## src/rtl/pma_region_table_if.sv

```systemverilog
// Configuration and lookup bundle for pma_region_table.
// The slave modport is the table side; the master modport is the requester side.
interface pma_region_table_if #(
    parameter int unsigned AddrWidth     = 64,
    parameter int unsigned NrLookupPorts = 2
);
    logic                                    cfg_req_i;
    logic                                    cfg_we_i;
    logic [3:0]                              cfg_idx_i;
    logic [1:0]                              cfg_field_i;
    logic [AddrWidth-1:0]                    cfg_wdata_i;
    logic                                    cfg_gnt_o;
    logic                                    cfg_rvalid_o;
    logic [AddrWidth-1:0]                    cfg_rdata_o;
    logic                                    cfg_err_o;

    logic [NrLookupPorts-1:0]                lookup_valid_i;
    logic [NrLookupPorts-1:0][AddrWidth-1:0] lookup_addr_i;
    logic [NrLookupPorts-1:0]                lookup_valid_o;
    logic [NrLookupPorts-1:0]                lookup_hit_o;
    logic [NrLookupPorts-1:0][2:0]           lookup_attr_o;
    logic [NrLookupPorts-1:0][3:0]           lookup_idx_o;

    modport master (
        output cfg_req_i, cfg_we_i, cfg_idx_i, cfg_field_i, cfg_wdata_i,
        input  cfg_gnt_o, cfg_rvalid_o, cfg_rdata_o, cfg_err_o,
        output lookup_valid_i, lookup_addr_i,
        input  lookup_valid_o, lookup_hit_o, lookup_attr_o, lookup_idx_o
    );

    modport slave (
        input  cfg_req_i, cfg_we_i, cfg_idx_i, cfg_field_i, cfg_wdata_i,
        output cfg_gnt_o, cfg_rvalid_o, cfg_rdata_o, cfg_err_o,
        input  lookup_valid_i, lookup_addr_i,
        output lookup_valid_o, lookup_hit_o, lookup_attr_o, lookup_idx_o
    );
endinterface

```

## src/rtl/pma_region_table.sv

```systemverilog
// Programmable PMA region table: shadow/active entries with atomic commit,
// per-entry lock, and NrLookupPorts registered lookup ports.
module pma_region_table #(
    parameter int unsigned                       NrRules       = 4,
    parameter int unsigned                       AddrWidth     = 64,
    parameter int unsigned                       NrLookupPorts = 2,
    parameter logic [NrRules-1:0][AddrWidth-1:0] RstBase       = '0,
    parameter logic [NrRules-1:0][AddrWidth-1:0] RstLength     = '0,
    parameter logic [NrRules-1:0][3:0]           RstAttr       = '0,
    parameter logic [2:0]                        DefaultAttr   = 3'b010
) (
    input logic               clk_i,
    input logic               rst_i,
    pma_region_table_if.slave bus
);
    localparam int unsigned IdxW = (NrRules > 1) ? $clog2(NrRules) : 1;
    localparam int unsigned SumW = AddrWidth + 1;

    typedef struct packed {
        logic [AddrWidth-1:0] base;
        logic [AddrWidth-1:0] length;
        logic [3:0]           attr;   // {lock, exec, nonidem, cached}
    } entry_t;

    entry_t active [NrRules];
    entry_t shadow [NrRules];
    logic   dirty;

    logic                 idx_ok;
    logic [IdxW-1:0]      sel;
    logic                 sel_locked;
    entry_t               sel_shadow;
    logic                 commit;
    logic                 wr_ok;
    logic [AddrWidth-1:0] rd_data;
    logic                 rd_err;

    logic [NrLookupPorts-1:0]      hit_c;
    logic [NrLookupPorts-1:0][2:0] attr_c;
    logic [NrLookupPorts-1:0][3:0] idx_c;

    // End of region is formed one bit wider so the top of the address space does not wrap.
    function automatic logic entry_match(input entry_t e, input logic [AddrWidth-1:0] a);
        logic [SumW-1:0] limit;
        limit = {1'b0, e.base} + {1'b0, e.length};
        return (e.length != '0) && (a >= e.base) && ({1'b0, a} < limit);
    endfunction

    assign bus.cfg_gnt_o = bus.cfg_req_i;

    // Config access decode and read mux.
    always_comb begin
        idx_ok     = {1'b0, bus.cfg_idx_i} < 5'(NrRules);
        sel        = IdxW'(bus.cfg_idx_i);
        sel_shadow = shadow[sel];
        sel_locked = active[sel].attr[3];
        commit     = bus.cfg_req_i && bus.cfg_we_i && (bus.cfg_field_i == 2'd3);
        wr_ok      = bus.cfg_req_i && bus.cfg_we_i && (bus.cfg_field_i != 2'd3)
                     && idx_ok && !sel_locked;
        rd_data    = '0;
        rd_err     = 1'b0;
        if (bus.cfg_req_i) begin
            if (bus.cfg_we_i) begin
                if (bus.cfg_field_i != 2'd3 && (!idx_ok || sel_locked)) begin
                    rd_err = 1'b1;
                end
            end else if (bus.cfg_field_i == 2'd3) begin
                rd_data = AddrWidth'({dirty, 5'(NrRules)});
            end else if (!idx_ok) begin
                rd_err = 1'b1;
            end else begin
                case (bus.cfg_field_i)
                    2'd0:    rd_data = sel_shadow.base;
                    2'd1:    rd_data = sel_shadow.length;
                    default: rd_data = AddrWidth'(sel_shadow.attr);
                endcase
            end
        end
    end

    // Table storage, dirty tracking and config response.
    always_ff @(posedge clk_i) begin
        if (rst_i) begin
            for (int unsigned i = 0; i < NrRules; i++) begin
                active[i] <= entry_t'{base: RstBase[i], length: RstLength[i], attr: RstAttr[i]};
                shadow[i] <= entry_t'{base: RstBase[i], length: RstLength[i], attr: RstAttr[i]};
            end
            dirty            <= 1'b0;
            bus.cfg_rvalid_o <= 1'b0;
            bus.cfg_rdata_o  <= '0;
            bus.cfg_err_o    <= 1'b0;
        end else begin
            bus.cfg_rvalid_o <= bus.cfg_req_i;
            bus.cfg_rdata_o  <= rd_data;
            bus.cfg_err_o    <= rd_err;
            if (commit) begin
                for (int unsigned i = 0; i < NrRules; i++) begin
                    active[i] <= shadow[i];
                end
                dirty <= 1'b0;
            end else if (wr_ok) begin
                dirty <= 1'b1;
                case (bus.cfg_field_i)
                    2'd0:    shadow[sel].base   <= bus.cfg_wdata_i;
                    2'd1:    shadow[sel].length <= bus.cfg_wdata_i;
                    default: shadow[sel].attr   <= bus.cfg_wdata_i[3:0];
                endcase
            end
        end
    end

    // Priority match per port; scanning downwards lets the lowest index win.
    always_comb begin
        for (int unsigned p = 0; p < NrLookupPorts; p++) begin
            hit_c[p]  = 1'b0;
            attr_c[p] = DefaultAttr;
            idx_c[p]  = '0;
            for (int i = int'(NrRules) - 1; i >= 0; i--) begin
                if (entry_match(active[i], bus.lookup_addr_i[p])) begin
                    hit_c[p]  = 1'b1;
                    attr_c[p] = active[i].attr[2:0];
                    idx_c[p]  = 4'(i);
                end
            end
        end
    end

    always_ff @(posedge clk_i) begin
        if (rst_i) begin
            bus.lookup_valid_o <= '0;
            bus.lookup_hit_o   <= '0;
            bus.lookup_attr_o  <= '0;
            bus.lookup_idx_o   <= '0;
        end else begin
            bus.lookup_valid_o <= bus.lookup_valid_i;
            bus.lookup_hit_o   <= hit_c;
            bus.lookup_attr_o  <= attr_c;
            bus.lookup_idx_o   <= idx_c;
        end
    end

endmodule

```

## src/flat_wrapper.sv

```systemverilog
// flat-port wrapper written by rule: the top's interface ports become plain ports
module pma_region_table_flat 
#(
    parameter int unsigned                       NrRules       = 4,
    parameter int unsigned                       AddrWidth     = 64,
    parameter int unsigned                       NrLookupPorts = 2,
    parameter logic [NrRules-1:0][AddrWidth-1:0] RstBase       = '0,
    parameter logic [NrRules-1:0][AddrWidth-1:0] RstLength     = '0,
    parameter logic [NrRules-1:0][3:0]           RstAttr       = '0,
    parameter logic [2:0]                        DefaultAttr   = 3'b010
)
  (clk_i, rst_i, bus_cfg_req_i, bus_cfg_we_i, bus_cfg_idx_i, bus_cfg_field_i, bus_cfg_wdata_i, bus_cfg_gnt_o, bus_cfg_rvalid_o, bus_cfg_rdata_o, bus_cfg_err_o, bus_lookup_valid_i, bus_lookup_addr_i, bus_lookup_valid_o, bus_lookup_hit_o, bus_lookup_attr_o, bus_lookup_idx_o);
  pma_region_table_if #(.AddrWidth(AddrWidth), .NrLookupPorts(NrLookupPorts)) bus_i ();
  input logic clk_i;
  input logic rst_i;
  input wire logic [$bits(bus_i.cfg_req_i)-1:0] bus_cfg_req_i;
  input wire logic [$bits(bus_i.cfg_we_i)-1:0] bus_cfg_we_i;
  input wire logic [$bits(bus_i.cfg_idx_i)-1:0] bus_cfg_idx_i;
  input wire logic [$bits(bus_i.cfg_field_i)-1:0] bus_cfg_field_i;
  input wire logic [$bits(bus_i.cfg_wdata_i)-1:0] bus_cfg_wdata_i;
  output wire logic [$bits(bus_i.cfg_gnt_o)-1:0] bus_cfg_gnt_o;
  output wire logic [$bits(bus_i.cfg_rvalid_o)-1:0] bus_cfg_rvalid_o;
  output wire logic [$bits(bus_i.cfg_rdata_o)-1:0] bus_cfg_rdata_o;
  output wire logic [$bits(bus_i.cfg_err_o)-1:0] bus_cfg_err_o;
  input wire logic [$bits(bus_i.lookup_valid_i)-1:0] bus_lookup_valid_i;
  input wire logic [$bits(bus_i.lookup_addr_i)-1:0] bus_lookup_addr_i;
  output wire logic [$bits(bus_i.lookup_valid_o)-1:0] bus_lookup_valid_o;
  output wire logic [$bits(bus_i.lookup_hit_o)-1:0] bus_lookup_hit_o;
  output wire logic [$bits(bus_i.lookup_attr_o)-1:0] bus_lookup_attr_o;
  output wire logic [$bits(bus_i.lookup_idx_o)-1:0] bus_lookup_idx_o;
  assign bus_i.cfg_req_i = bus_cfg_req_i;
  assign bus_i.cfg_we_i = bus_cfg_we_i;
  assign bus_i.cfg_idx_i = bus_cfg_idx_i;
  assign bus_i.cfg_field_i = bus_cfg_field_i;
  assign bus_i.cfg_wdata_i = bus_cfg_wdata_i;
  assign bus_cfg_gnt_o = bus_i.cfg_gnt_o;
  assign bus_cfg_rvalid_o = bus_i.cfg_rvalid_o;
  assign bus_cfg_rdata_o = bus_i.cfg_rdata_o;
  assign bus_cfg_err_o = bus_i.cfg_err_o;
  assign bus_i.lookup_valid_i = bus_lookup_valid_i;
  assign bus_i.lookup_addr_i = bus_lookup_addr_i;
  assign bus_lookup_valid_o = bus_i.lookup_valid_o;
  assign bus_lookup_hit_o = bus_i.lookup_hit_o;
  assign bus_lookup_attr_o = bus_i.lookup_attr_o;
  assign bus_lookup_idx_o = bus_i.lookup_idx_o;
  pma_region_table #(.NrRules(NrRules), .AddrWidth(AddrWidth), .NrLookupPorts(NrLookupPorts), .RstBase(RstBase), .RstLength(RstLength), .RstAttr(RstAttr), .DefaultAttr(DefaultAttr)) u_core (.clk_i(clk_i), .rst_i(rst_i), .bus(bus_i));
endmodule
```

## config.mk

```make
export PLATFORM = sky130hd
export DESIGN_NAME = pma_region_table_flat
export DESIGN_NICKNAME = d
export VERILOG_FILES = /design/src/rtl/pma_region_table_if.sv /design/src/rtl/pma_region_table.sv /design/src/flat_wrapper.sv
export SDC_FILE = /design/constraint.sdc
export NUM_CORES = 2
export LEC_CHECK = 0
export BUFFER_PORTS_ARGS = -buffer_cell sky130_fd_sc_hd__buf_4
export CORE_MARGIN = 2
export CORE_UTILIZATION = 35
export CTS_CLUSTER_DIAMETER = 150
export DETAILED_ROUTE_END_ITERATION = 8
export GPL_TIMING_DRIVEN = 0
export HOLD_SLACK_MARGIN = 0.12
export PLACE_DENSITY_LB_ADDON = 0.05
export SYNTH_ARGS = -nofsm -noshare
export SYNTH_HDL_FRONTEND = slang
export SYNTH_SLANG_ARGS = --single-unit
```

## constraint.sdc

```tcl
create_clock -name clk_i -period 45.2 [get_ports clk_i]
set_clock_uncertainty 0.1 [all_clocks]
set_input_delay 9.04 -clock clk_i [delete_from_list [all_inputs] [get_ports clk_i]]
set_output_delay 9.04 -clock clk_i [all_outputs]
set_load 0.02 [all_outputs]
```

==> results.json <==
{
  "hp-class": "flip-flop to flip-flop",
  "die_width_um": 485.1,
  "postRouteAntennaNets": 0,
  "placed_area_um2": 88200,
  "drc_errors": 0,
  "power.share.switching_pct": 31.81,
  "layout_commonest_cell": "ha_1",
  "crit_path_start": "bus_cfg_req_i",
  "path_clk_slew_ns": 0.06,
  "crit_type": "input port to output port",
  "grt_use_total_pct": 32.19,
  "powerDensity_nw_per_um2": 33.37,
  "arrival_ns": 9.42,
  "grt_pass1_wl_mm": 525.0,
  "synth_edf_count": 1056,
  "die_y_um": 485.1,
  "cp.required_ns": 36.06,
  "period_needed_ns": 18.56,
  "avgSynthCellArea_um2": 10.57,
  "io_pins": 289,
  "violations": "capacitance limit, slew limit",
  "async_flop_share_pct": 0,
  "ctsResizeCount": 0,
  "r2r_slack_ns": 32.85,
  "n_fill_cell": 22389,
  "synthesis.area_um2": 81000,
  "first_pass_iters": 5,
  "clock.fmax_mhz": 53.87,
  "max_slew_margin_pct": -8.785,
  "hp-start": "u_core.dirty",
  "grt_max_degree": 40,
  "wl_per_cell_um": 34.32,
  "final_area_um2": 92960,
  "peakVddDrop_v": 0.00003785,
  "cts_buffer_depth": 3,
  "vias": 67250,
  "hold_viol_final": 0,
  "slowest_stage": "buf_4",
  "clock_latency_ns": 0.82,
  "min_period_over_period_pct": 41.07,
  "viasPerCell": 5.944,
  "synth-main-ff-cell": "edfxtp_1",
  "portBuffers": 282,
  "place_ws_ns": 26.63,
  "cts_hold_buffers": 0,
  "p_leak_nw": 38.74,
  "cts.sinks": 1137,
  "netSwitchingPower_mw": 0.9867,
  "postCtsSetupBuffers": 0,
  "path_cells": "buf_4 -> buf_4 -> buf_4",
  "yosys_warnings": 0,
  "synth_seq_cells": 1137,
  "drt_iter0_markers": 7822,
  "final_cell_mix": "ha_1 (1268), edfxtp_1 (1056), nor2_1 (709), and2_1 (552), a21oi_1 (525)",
  "antenna_found_initial": 66,
  "place.detailed.hpwl_mm": 318.5,
  "worst_path_most_repeated_cell": "buf_4",
  "fin_nets": 9626,
  "power_frac_seq_pct": 39.9,
  "critPathCaptureType": "output port",
  "tightest_slew_ns": 1.621,
  "overflow": 0,
  "die-area_um2": 235300,
  "cts_made_buffers": 141,
  "maxCapViolCount": 3,
  "routed_wirelength_mm": 388.3,
  "synthCells": 7665,
  "start_util_pct": 35.20,
  "crit_buf_inv": 3,
  "cp_top_family": "buffers and inverters",
  "fin_ws_ns": 26.64,
  "coreArea_um2": 230100,
  "grt_pass1_vias": 64864,
  "place_congestion": 0.9792,
  "rsz0062_at_grt": "false",
  "synthToLayoutAreaGrowth_pct": 14.77,
  "rows": 176,
  "setup_viol_count_final": 0,
  "tritoncts": "yes",
  "clockRootBuffer": "clkbuf_16",
  "seq_area_frac_synth_pct": 41.15,
  "r2r_start": "u_core.active[1][68]",
  "htree_levels": 4,
  "layout-drive-gt1-share_pct": 9.533,
  "yosys.cell_types.count": 90,
  "status": "finished with violations",
  "start_kind": "input port",
  "pwr-share-comb_pct": 22.1,
  "setup_tns_ns": 0,
  "slew_violations": 4,
  "power.share.clock_pct": 38.0,
  "worst-path-max-fanout": 3,
  "fin_util_pct": 40.40,
  "slowest_delay_ns": 0.14,
  "internal_power_mw": 2.116
}
cells by family after synthesis:
family / synth area share (%)
compound gates: 13.74
xor+xnor: 2.623
fa+ha+maj: 19.69
buf+inv: 3.009
flops: 41.15
mux: 4.491
other cells: 0.004630
simple gates: 15.29
worst min-delay path: stages (launching register included):
cell	delay (ns)
dfxtp_1	0.33
nor2_1	0.05
nor2_1	0.07
final timing paths:
check / end / depth (start not counted)
setup / recovery: bus_cfg_gnt_o / 3
hold reg to reg: u_core.dirty / 2
hold / removal: u_core.dirty / 2
setup reg to reg: u_core.bus.lookup_attr_o[5] / 23
power by group through the flow:
stage	sequential [mW]	combinational [mW]	clock, mW
final	1.24	0.686	1.18
after global routing	1.24	0.744	1.23
after CTS	1.24	0.673	1.19
after detailed placement	1.26	0.669	0
after global placement	1.30	0.646	0
after floorplan	1.26	0.396	0
per-stage QoR:
stage / total power, mW / hold WS [ns] / instances
after floorplan: 1.651 / 0.3402 / 7668
after global placement: 1.948 / 0.3568 / 10976
after detailed placement: 1.926 / 0.3642 / 11032
after CTS: 3.098 / 0.3777 / 11291
after global routing: 3.211 / 0.4243 / 11298
final: 3.102 / 0.3772 / 11314
flip-flops by register name, indices dropped and copies added, names as in the netlist:
name	flops
u_core.active	528
u_core.bus.cfg_err_o	1
u_core.bus.cfg_rdata_o	64
u_core.bus.cfg_rvalid_o	1
u_core.bus.lookup_attr_o	6
u_core.bus.lookup_hit_o	2
u_core.bus.lookup_idx_o	4
u_core.bus.lookup_valid_o	2
u_core.dirty	1
u_core.shadow	528
synthesized netlist by cell type, drive strengths merged, types with 20 or more instances:
cell type	count	area [um^2]
a2111oi	30	269.0
a211oi	107	803.3
a21o	291	2185
a21oi	526	2636
a221oi	23	207.7
a31oi	44	275.3
and2	553	3461
and3	43	274.0
and4	24	210.2
buf	52	215.2
clkbuf	177	664.4
dfxtp	81	1622
edfxtp	1056	31710
ha	1268	15870
inv	415	1558
mux2i	63	630.6
mux4	133	2995
nand2	379	1423
nand2b	57	356.6
nand3	137	685.7
nand4	213	1333
nor2	709	2661
nor2b	65	406.6
nor3	82	410.4
nor4	97	606.8
o211ai	59	442.9
o21a	66	495.5
o21ai	358	1792
o21bai	53	401.6
o31ai	20	163.9
or2	23	143.9
xnor2	121	1060
xor2	119	1042
area by class of cell:
class	count	area [um^2]	share of cell area, %
Clock buffer	184	3845	4.136
Tap cell	3026	3786	4.073
Sequential cell	1137	33330	35.86
Timing Repair Buffer	339	3154	3.393
Buffer	229	905.9	0.9745
Antenna cell	22	55.05	0.05922
Inverter	415	1558	1.676
Multi-Input combinational cell	5887	45470	48.92
Clock inverter	75	850.8	0.9152
layer usage:
layer  up-vias  share of wire, %  GRT usage, %
li1      29862                 -             -
met1     33931                45         46.07
met2      2953                43         48.75
met3       486               7.7         5.085
met4        18               4.0         12.04
met5         -             0.035             0
No activity file was read; power rests on OpenSTA's default activity.
